===== src/rtl/mem_bus_pkg.sv =====
// mem_bus_pkg: shared widths, request field offsets, FSM encoding and block-address helper for mem_bus_arbiter.
package mem_bus_pkg;
    localparam int ADDR_W       = 16;
    localparam int DATA_W       = 8;
    localparam int BLOCK_W      = 16;
    localparam int REQ_WE_BIT   = 24;
    localparam int REQ_DATA_LSB = 16;
    localparam int REQ_ADDR_LSB = 0;
    localparam int REQ_W        = 1 + DATA_W + ADDR_W;

    typedef enum logic [1:0] {
        ST_IDLE    = 2'd0,
        ST_ISSUE   = 2'd1,
        ST_RESPOND = 2'd2
    } state_t;

    // Two bytes per block: clearing bit 0 never wraps, so 65535 maps to 65534.
    function automatic logic [ADDR_W-1:0] block_addr(input logic [ADDR_W-1:0] addr);
        return addr & ~{{(ADDR_W-1){1'b0}}, 1'b1};
    endfunction
endpackage


===== src/rtl/mem_bus_arbiter_if.sv =====
// mem_bus_arbiter_if: cache-side, memory-side and status signals of the two-port memory-bus arbiter.
interface mem_bus_arbiter_if;
    import mem_bus_pkg::*;

    logic [REQ_W-1:0]   cpu_request_0;
    logic [REQ_W-1:0]   cpu_request_1;
    logic               cpu_request_ready_0;
    logic               cpu_request_ready_1;
    logic [BLOCK_W-1:0] response_0;
    logic [BLOCK_W-1:0] response_1;
    logic               response_ready_0;
    logic               response_ready_1;
    logic [REQ_W-1:0]   memory_request;
    logic               memory_request_ready;
    logic [BLOCK_W-1:0] memory_response;
    logic               memory_response_ready;
    logic [ADDR_W-1:0]  invalidate_address_0;
    logic [ADDR_W-1:0]  invalidate_address_1;
    logic               invalidate_valid_0;
    logic               invalidate_valid_1;
    logic               grant;
    logic               busy;

    modport master (
        input  cpu_request_0, cpu_request_1, cpu_request_ready_0, cpu_request_ready_1,
        input  memory_response, memory_response_ready,
        output response_0, response_1, response_ready_0, response_ready_1,
        output memory_request, memory_request_ready,
        output invalidate_address_0, invalidate_address_1, invalidate_valid_0, invalidate_valid_1,
        output grant, busy
    );

    modport slave (
        output cpu_request_0, cpu_request_1, cpu_request_ready_0, cpu_request_ready_1,
        output memory_response, memory_response_ready,
        input  response_0, response_1, response_ready_0, response_ready_1,
        input  memory_request, memory_request_ready,
        input  invalidate_address_0, invalidate_address_1, invalidate_valid_0, invalidate_valid_1,
        input  grant, busy
    );
endinterface


===== src/rtl/rr_arbiter_2.sv =====
// rr_arbiter_2: two-way round-robin picker; a tie goes to the port that did not win last.
module rr_arbiter_2 (
    input  logic       clk,
    input  logic       rst,
    input  logic [1:0] i_req,
    input  logic       i_en,
    output logic       o_idx,
    output logic       o_valid,
    output logic       o_last
);
    logic r_last;

    assign o_valid = |i_req;
    assign o_idx   = &i_req ? ~r_last : i_req[1];
    assign o_last  = r_last;

    // Resets to 1 so port 0 wins the first tie.
    always_ff @(posedge clk or posedge rst) begin
        if (rst)
            r_last <= 1'b1;
        else if (i_en && o_valid)
            r_last <= o_idx;
    end
endmodule


===== src/rtl/mem_bus_arbiter.sv =====
// mem_bus_arbiter: round-robin two-cache memory arbiter with IDLE/ISSUE/RESPOND sequencing.
// Define MEM_BUS_INVALIDATE_EN to broadcast a block invalidate to the other cache on every write.
module mem_bus_arbiter
    import mem_bus_pkg::*;
(
    input logic               clock,
    input logic               reset,
    mem_bus_arbiter_if.master bus
);
    state_t             r_state;
    logic [REQ_W-1:0]   r_mem_req;
    logic [BLOCK_W-1:0] r_resp_0;
    logic [BLOCK_W-1:0] r_resp_1;
    logic               r_resp_rdy_0;
    logic               r_resp_rdy_1;
    logic               r_mrr_prev;
    logic               w_idle;
    logic               w_idx;
    logic               w_valid;
    logic               w_last;
    logic               w_accept;
    logic [REQ_W-1:0]   w_sel_req;

    assign w_idle    = (r_state == ST_IDLE);
    assign w_sel_req = w_idx ? bus.cpu_request_1 : bus.cpu_request_0;
    // Only a fresh rising level is consumed, so a level left over from the last transaction is ignored.
    assign w_accept  = (r_state == ST_ISSUE) && bus.memory_response_ready && !r_mrr_prev;

    rr_arbiter_2 u_rr (
        .clk     (clock),
        .rst     (reset),
        .i_req   ({bus.cpu_request_ready_1, bus.cpu_request_ready_0}),
        .i_en    (w_idle),
        .o_idx   (w_idx),
        .o_valid (w_valid),
        .o_last  (w_last)
    );

    always_ff @(posedge clock or posedge reset) begin
        if (reset) begin
            r_state      <= ST_IDLE;
            r_mem_req    <= '0;
            r_resp_0     <= '0;
            r_resp_1     <= '0;
            r_resp_rdy_0 <= 1'b0;
            r_resp_rdy_1 <= 1'b0;
            r_mrr_prev   <= 1'b0;
        end else begin
            r_mrr_prev   <= bus.memory_response_ready;
            r_resp_rdy_0 <= 1'b0;
            r_resp_rdy_1 <= 1'b0;
            case (r_state)
                ST_IDLE: begin
                    if (w_valid) begin
                        r_mem_req <= w_sel_req;
                        r_state   <= ST_ISSUE;
                    end
                end
                ST_ISSUE: begin
                    if (w_accept) begin
                        if (w_last) begin
                            r_resp_1     <= bus.memory_response;
                            r_resp_rdy_1 <= 1'b1;
                        end else begin
                            r_resp_0     <= bus.memory_response;
                            r_resp_rdy_0 <= 1'b1;
                        end
                        r_state <= ST_RESPOND;
                    end
                end
                default: r_state <= ST_IDLE;
            endcase
        end
    end

    assign bus.response_0           = r_resp_0;
    assign bus.response_1           = r_resp_1;
    assign bus.response_ready_0     = r_resp_rdy_0;
    assign bus.response_ready_1     = r_resp_rdy_1;
    assign bus.memory_request       = r_mem_req;
    assign bus.memory_request_ready = (r_state == ST_ISSUE);
    assign bus.grant                = w_last;
    assign bus.busy                 = !w_idle;

`ifdef MEM_BUS_INVALIDATE_EN
    logic [ADDR_W-1:0] r_inv_addr_0;
    logic [ADDR_W-1:0] r_inv_addr_1;
    logic              r_inv_v_0;
    logic              r_inv_v_1;
    logic              w_inv;

    // Raised on the accepting edge so the strobe lines up with the writer's response pulse.
    assign w_inv = w_accept && r_mem_req[REQ_WE_BIT];

    always_ff @(posedge clock or posedge reset) begin
        if (reset) begin
            r_inv_addr_0 <= '0;
            r_inv_addr_1 <= '0;
            r_inv_v_0    <= 1'b0;
            r_inv_v_1    <= 1'b0;
        end else begin
            r_inv_v_0 <= w_inv && w_last;
            r_inv_v_1 <= w_inv && !w_last;
            if (w_inv && w_last)
                r_inv_addr_0 <= block_addr(r_mem_req[REQ_ADDR_LSB +: ADDR_W]);
            if (w_inv && !w_last)
                r_inv_addr_1 <= block_addr(r_mem_req[REQ_ADDR_LSB +: ADDR_W]);
        end
    end

    assign bus.invalidate_address_0 = r_inv_addr_0;
    assign bus.invalidate_address_1 = r_inv_addr_1;
    assign bus.invalidate_valid_0   = r_inv_v_0;
    assign bus.invalidate_valid_1   = r_inv_v_1;
`else
    assign bus.invalidate_address_0 = '0;
    assign bus.invalidate_address_1 = '0;
    assign bus.invalidate_valid_0   = 1'b0;
    assign bus.invalidate_valid_1   = 1'b0;
`endif
endmodule


===== src/flat_wrapper.sv =====
// flat-port wrapper written by rule: the top's interface ports become plain ports
module mem_bus_arbiter_flat import mem_bus_pkg::*;
  (clock, reset, bus_cpu_request_0, bus_cpu_request_1, bus_cpu_request_ready_0, bus_cpu_request_ready_1, bus_memory_response, bus_memory_response_ready, bus_response_0, bus_response_1, bus_response_ready_0, bus_response_ready_1, bus_memory_request, bus_memory_request_ready, bus_invalidate_address_0, bus_invalidate_address_1, bus_invalidate_valid_0, bus_invalidate_valid_1, bus_grant, bus_busy);
  mem_bus_arbiter_if bus_i ();
  input logic clock;
  input logic reset;
  input wire logic [$bits(bus_i.cpu_request_0)-1:0] bus_cpu_request_0;
  input wire logic [$bits(bus_i.cpu_request_1)-1:0] bus_cpu_request_1;
  input wire logic [$bits(bus_i.cpu_request_ready_0)-1:0] bus_cpu_request_ready_0;
  input wire logic [$bits(bus_i.cpu_request_ready_1)-1:0] bus_cpu_request_ready_1;
  input wire logic [$bits(bus_i.memory_response)-1:0] bus_memory_response;
  input wire logic [$bits(bus_i.memory_response_ready)-1:0] bus_memory_response_ready;
  output wire logic [$bits(bus_i.response_0)-1:0] bus_response_0;
  output wire logic [$bits(bus_i.response_1)-1:0] bus_response_1;
  output wire logic [$bits(bus_i.response_ready_0)-1:0] bus_response_ready_0;
  output wire logic [$bits(bus_i.response_ready_1)-1:0] bus_response_ready_1;
  output wire logic [$bits(bus_i.memory_request)-1:0] bus_memory_request;
  output wire logic [$bits(bus_i.memory_request_ready)-1:0] bus_memory_request_ready;
  output wire logic [$bits(bus_i.invalidate_address_0)-1:0] bus_invalidate_address_0;
  output wire logic [$bits(bus_i.invalidate_address_1)-1:0] bus_invalidate_address_1;
  output wire logic [$bits(bus_i.invalidate_valid_0)-1:0] bus_invalidate_valid_0;
  output wire logic [$bits(bus_i.invalidate_valid_1)-1:0] bus_invalidate_valid_1;
  output wire logic [$bits(bus_i.grant)-1:0] bus_grant;
  output wire logic [$bits(bus_i.busy)-1:0] bus_busy;
  assign bus_i.cpu_request_0 = bus_cpu_request_0;
  assign bus_i.cpu_request_1 = bus_cpu_request_1;
  assign bus_i.cpu_request_ready_0 = bus_cpu_request_ready_0;
  assign bus_i.cpu_request_ready_1 = bus_cpu_request_ready_1;
  assign bus_i.memory_response = bus_memory_response;
  assign bus_i.memory_response_ready = bus_memory_response_ready;
  assign bus_response_0 = bus_i.response_0;
  assign bus_response_1 = bus_i.response_1;
  assign bus_response_ready_0 = bus_i.response_ready_0;
  assign bus_response_ready_1 = bus_i.response_ready_1;
  assign bus_memory_request = bus_i.memory_request;
  assign bus_memory_request_ready = bus_i.memory_request_ready;
  assign bus_invalidate_address_0 = bus_i.invalidate_address_0;
  assign bus_invalidate_address_1 = bus_i.invalidate_address_1;
  assign bus_invalidate_valid_0 = bus_i.invalidate_valid_0;
  assign bus_invalidate_valid_1 = bus_i.invalidate_valid_1;
  assign bus_grant = bus_i.grant;
  assign bus_busy = bus_i.busy;
  mem_bus_arbiter u_core (.clock(clock), .reset(reset), .bus(bus_i));
endmodule

===== config.mk =====
export PLATFORM = sky130hd
export DESIGN_NAME = mem_bus_arbiter_flat
export DESIGN_NICKNAME = d
export VERILOG_FILES = /design/src/rtl/mem_bus_pkg.sv /design/src/rtl/mem_bus_arbiter_if.sv /design/src/rtl/rr_arbiter_2.sv /design/src/rtl/mem_bus_arbiter.sv /design/src/flat_wrapper.sv
export SDC_FILE = /design/constraint.sdc
export NUM_CORES = 1
export LEC_CHECK = 0
export CORE_UTILIZATION = 41
export CTS_CLUSTER_SIZE = 25
export DETAILED_ROUTE_END_ITERATION = 12
export GPL_TIMING_DRIVEN = 0
export PLACE_DENSITY_LB_ADDON = 0.08
export SLEW_MARGIN = 20
export SYNTH_ARGS = -nofsm -noshare
export SYNTH_HDL_FRONTEND = slang
export SYNTH_SLANG_ARGS = --single-unit
export TNS_END_PERCENT = 30

===== constraint.sdc =====
create_clock -name clock -period 3.6 [get_ports clock]
set_input_delay 0.54 -clock clock [delete_from_list [all_inputs] [get_ports clock]]
set_output_delay 0.54 -clock clock [all_outputs]
set_load 0.02 [all_outputs]

==> flow_summary.toml, run 1 <==
[drt]
detail-route-antenna-nets = 0
via_per_inst = 4.434
drt-total-wl_um = 7120
drt-initial-drc-count = 57
drt_pass1_iterations = 4
wl_per_cell_um = 13.16
num_vias = 2399
drc = 0

[synth]
yosys-top-cells-count = "dfrtp_1, nand2_1, buf_4"
synth_ff_type = "dfrtp_1"
synth_top_cell_by_area = "dfrtp_1"
synth-edff-count = 0
yosysMostFrequentCell = "dfrtp_1"
yosys_warnings = 0
ys_types = 26
postSynthCellCount = 263
async_flop_share_pct = 100.0
synth_top_cells_by_area = "dfrtp_1, buf_4, mux2_2"
synth_top_area_share_pct = 52.52
avgSynthCellArea_um2 = 11.23
netlist_area_um2 = 2954
yosysSeqAreaShare_pct = 53.41
ys_ff_latch = 63

[floorplanning]
fp-row-count = 30
dieArea_um2 = 7548
io_pins = 167
die_x_um = 86.88
start_util_pct = 43.01
fp.dieH_um = 86.88
core_area_um2 = 6869

[clock_tree]
clock_latency_ns = 0.33
clock_sinks = 63
post-cts-setup-buffers = 0
path_clk_slew_ns = 0.07
cts_buffers = 9
cts_resized = 0
root_buffer = "clkbuf_8"
cts_tree = "done"
ctsHoldBuffers = 0
htree_levels = 3
clk_path_buf_depth = 2

[sta]
post-route-period-util_pct = 73.57
rsz0062_at_grt = "false"
period_minus_slack_ns = 2.649
drv_slew = 0
fin_skew_ns = 0.007813
finalSetupViolations = 0
finalHoldViolations = 0
setup_tns_ns = 0
max_freq_mhz = 377.6

[power_and_ir_drop]
finalPower_uw = 3755
p_per_area_nw_per_um2 = 796.1
p_leak_uw = 0.002125
ir_worst_vdd_mv = 0.3527

[critical_path]
end_kind = "primary output"
crit_fanout = 10
rr_worst_depth = 5
cp.required_ns = 3.06
crit_type = "flip-flop to primary output"
cp.arrival_ns = 2.11
cp-start-kind = "flip-flop"
max_stage_delay_ns = 0.55
slowest_stage = "clkdlybuf4s50_1"
cp_cell_sequence = "nor2_1, buf_2, buf_1, inv_1, clkdlybuf4s50_1"

[grt]
antenna_found_initial = 0
overflow = 0
grt_pass1_vias = 2290
grt_max_degree = 36
grt_use_total_pct = 19.39
grt_pass1_wl_um = 11120

[placed_design]
hpwl_um = 5280
port_buffers = 132
gp_congestion = 0.7513

[final_layout]
drive_gt1_share_pct = 22.47
layout.nets = 511
diodes = 0
area_delta_synth_final_pct = 59.68
fillers = 566

[job]
drv_cap = 0

[outcome]
status = "complete, no violations"

[worst_hold_path]
hp-class = "flip-flop to flip-flop"
min_path_cells = 1
==> state kept, by name (all words and copies together) (netlist names) <==
register / cells
u_core.bus.memory_request: 25
u_core.bus.response_0: 16
u_core.bus.response_1: 16
u_core.bus.response_ready_0: 1
u_core.bus.response_ready_1: 1
u_core.r_mrr_prev: 1
u_core.r_state: 2
u_core.u_rr.o_last: 1
==> critical path: cells and delay by family, from the launching register on <==
kind                   cells  cell delay, ns
AND/OR/NAND/NOR            1            0.14
buffers and inverters      4            1.25
flip-flops                 1            0.39
==> metrics by stage <==
step                hold slack, ns  setup WS [ns]  util (%)  std cells  instance area [um2]
detailed placement          0.4920          1.304     66.12        525                 4542
finish                      0.5027         0.9514     68.67        541                 4717
global placement            0.4875         0.3691     65.79        524                 4519
CTS                         0.5072         0.9303     68.67        541                 4717
floorplan                   0.5245          1.492         -        296                 3078
global route                0.5099         0.8034     68.67        541                 4717
==> area by class of cell <==
cell class / instances / area, um2 / share of cell area (%)
multi-input combinational: 179 / 1101 / 23.34
clock inverter: 4 / 20.02 / 0.4244
buffer: 51 / 387.9 / 8.223
clock buffer: 12 / 155.1 / 3.289
sequential: 63 / 1578 / 33.45
inverter: 3 / 13.76 / 0.2918
tap: 96 / 120.1 / 2.546
timing repair buffer: 133 / 1341 / 28.44
==> cell families after synthesis <==
kind of cell | after synthesis | synth area share, %
multiplexers | 32 | 13.34
other | 1 | 0.1269
AO/OA/AOI/OAI | 55 | 10.89
flip-flops | 63 | 53.41
AND/OR/NAND/NOR | 58 | 8.726
buffers and inverters | 54 | 13.51
==> power breakdown <==
| group | switching (uW) | internal (uW) | total, uW |
|---|---|---|---|
| clock network | 258 | 283 | 541 |
| registers | 192 | 1050 | 1250 |
| logic | 950 | 1020 | 1970 |
==> final timing paths <==
check	startpoint	to	slack [ns]
setup / recovery	u_core.r_state[0]$_DFFE_PP0P_	bus_busy	0.95
hold / removal	u_core.bus.response_1[11]$_DFFE_PP0P_	u_core.bus.response_1[11]$_DFFE_PP0P_	0.50
setup reg to reg	u_core.r_state[1]$_DFFE_PP0P_	u_core.bus.response_0[5]$_DFFE_PP0P_	1.99
hold reg to reg	u_core.bus.response_1[11]$_DFFE_PP0P_	u_core.bus.response_1[11]$_DFFE_PP0P_	0.50
max in group asynchronous	reset	u_core.bus.memory_request[11]$_DFFE_PP0P_	2.54
min in group asynchronous	reset	u_core.bus.response_0[3]$_DFFE_PP0P_	0.55
==> routing by layer <==
metal	vias up	routed length [um]	GRT usage, %
met3	11	699	7.299
met2	105	3449	32.00
met4	0	118	8.939
met5	-	0	0
li1	1179	-	-
met1	1104	2853	22.33
==> layout by cell type (no fill, tap or decap), drive strengths merged <==
master | synthesis | routed
clkdlybuf4s50 | 0 | 132
dfrtp | 62 | 62
nand2 | 51 | 51
buf | 46 | 47
conb | 1 | 34
mux2 | 32 | 32
a21oi | 26 | 26
a31oi | 26 | 26
clkbuf | 5 | 17
clkinv | 0 | 4
inv | 3 | 3
nor2b | 2 | 2
and4bb | 1 | 1
nand2b | 1 | 1
nor2 | 1 | 1
or2 | 1 | 1
and2 | 1 | 1
a21o | 1 | 1
a21bo | 1 | 1
a21boi | 1 | 1
dfstp | 1 | 1
Power figures use the tool's default switching activity.
==> run 2, diff against run 1 <==
--- a/config.mk
+++ b/config.mk
@@ -5,7 +5,7 @@
 export SDC_FILE = /design/constraint.sdc
 export NUM_CORES = 1
 export LEC_CHECK = 0
-export CORE_UTILIZATION = 41
+export CORE_UTILIZATION = 35
 export CTS_CLUSTER_SIZE = 25
 export DETAILED_ROUTE_END_ITERATION = 12
 export GPL_TIMING_DRIVEN = 0
==> constraint.sdc (replaced) <==
create_clock -name clock -period 2.2 [get_ports clock]
set_input_delay 0.33 -clock clock [delete_from_list [all_inputs] [get_ports clock]]
set_output_delay 0.33 -clock clock [all_outputs]
set_load 0.02 [all_outputs]
==> flow_summary.toml, run 2 (synthesized netlist as in run 1, its figures left out) <==
[outcome]
status = "complete, no violations"

[sta]
rsz0062_at_grt = "false"
drv_slew = 0
worst-slew-pin-transition_ns = 0.5138
period_minus_slack_ns = 2.067
finalHoldViolations = 0
relSlewSlack_pct = 65.75
setup_tns_ns = 0
max_freq_mhz = 483.8
fin_skew_ns = 0.009798
finalSetupViolations = 0
post-route-period-util_pct = 93.96

[floorplanning]
core_area_um2 = 8175
die_x_um = 93.87
fp-row-count = 33
start_util_pct = 36.13
fp.dieH_um = 93.87
io_pins = 167
dieArea_um2 = 8812

[clock_tree]
clk_path_buf_depth = 2
clock_latency_ns = 0.33
cts_buffers = 9
htree_levels = 3
post-cts-setup-buffers = 0
cts_tree = "done"
ctsHoldBuffers = 0
clock_sinks = 63
cts_resized = 0
path_clk_slew_ns = 0.07
root_buffer = "clkbuf_8"

[placed_design]
port_buffers = 132
hpwl_um = 5151
gp_congestion = 0.7645

[critical_path]
cp.arrival_ns = 1.74
crit_fanout = 19
crit_type = "flip-flop to primary output"
cp.required_ns = 1.87
cp-start-kind = "flip-flop"
end_kind = "primary output"

[worst_hold_path]
hp-class = "primary input to async pin"

[drt]
detail-route-antenna-nets = 0
drc = 0
drt-total-wl_um = 7057
wl_per_cell_um = 12.85
via_per_inst = 4.421
num_vias = 2427
drt_pass1_iterations = 4
drt-initial-drc-count = 43

[final_layout]
diodes = 0
largest_reg_flops = 25
drive_gt1_share_pct = 22.30
layout.nets = 510
area_delta_synth_final_pct = 61.33
layout_commonest_cell = "clkdlybuf4s50_1"
post-route-util_pct = 58.30
fillers = 746
mostFrequentLayoutCells = "clkdlybuf4s50_1, dfrtp_1, nand2_1"

[grt]
overflow = 0
grt_pass1_wl_um = 11100
antenna_found_initial = 0
grt_max_degree = 36
grt_use_total_pct = 16.51
grt_pass1_vias = 2285

[power_and_ir_drop]
p_per_area_nw_per_um2 = 1327
p_leak_uw = 0.002136
ir_worst_vdd_mv = 0.7342

[job]
drv_cap = 0
[run 2: cell count changes in the layout (fill, tap and decap cells not counted), sizes merged]
cell    delta
buf        -2
bufinv     +2
clkinv     -1
[run 2: worst paths after layout]
check                                                startpoint  cells past startpoint                                         to  slack, ns
max                               u_core.r_state[0]$_DFFE_PP0P_                      4                                   bus_busy       0.13
min                                                       reset                      2   u_core.bus.memory_request[2]$_DFFE_PP0P_       0.34
max reg2reg                       u_core.r_state[0]$_DFFE_PP0P_                      5  u_core.bus.memory_request[12]$_DFFE_PP0P_       0.57
min reg2reg                u_core.bus.response_1[9]$_DFFE_PP0P_                      1       u_core.bus.response_1[9]$_DFFE_PP0P_       0.50
max in group asynchronous                                 reset                      3      u_core.bus.response_0[10]$_DFFE_PP0P_       1.35
min in group clock         u_core.bus.response_1[9]$_DFFE_PP0P_                      1       u_core.bus.response_1[9]$_DFFE_PP0P_       0.50
[run 2: area by class of cell]
cell class | instances | area (um2) | share of cell area [%]
Sequential cell | 63 | 1578 | 33.11
Timing Repair Buffer | 133 | 1341 | 28.14
Multi-Input combinational cell | 179 | 1101 | 23.10
Buffer | 50 | 386.6 | 8.112
Clock buffer | 11 | 131.4 | 2.757
Tap cell | 105 | 131.4 | 2.757
Clock inverter | 5 | 82.58 | 1.733
Inverter | 3 | 13.76 | 0.2888
[run 2: layer usage]
layer | part of all wire, % | track usage [%] | up-vias
met5 | 0 | 0 | -
met4 | 1.3 | 6.154 | 0
met3 | 11 | 7.362 | 9
met2 | 46 | 26.40 | 105
met1 | 41 | 19.44 | 1135
li1 | - | - | 1178
[run 2: report_power, final]
group	total (uW)	switching, uW	internal [uW]
clock	1090	444	641
sequential	2030	309	1720
combinational	3210	1540	1670
total	6330	2290	4030
[run 2: worst max-delay path, stage by stage, from the launching register on]
cell	delay, ns
dfrtp_1	0.39
nor2_1	0.13
clkbuf_4	0.28
inv_1	0.06
clkdlybuf4s50_1	0.53
[run 2: through the flow]
step / instances / cell area (um2) / setup slack (ns) / power (uW) / hold slack, ns
2_1_floorplan: 296 / 3078 / 0.3019 / 3783 / 0.3614
3_3_place_gp: 533 / 4531 / -0.8515 / 5254 / 0.4859
3_5_place_dp: 534 / 4553 / 0.1220 / 5293 / 0.4932
4_1_cts: 549 / 4763 / 0.03590 / 6393 / 0.3383
5_1_grt: 549 / 4766 / 0.02078 / 6693 / 0.3705
6_report: 549 / 4766 / 0.1329 / 6326 / 0.3409
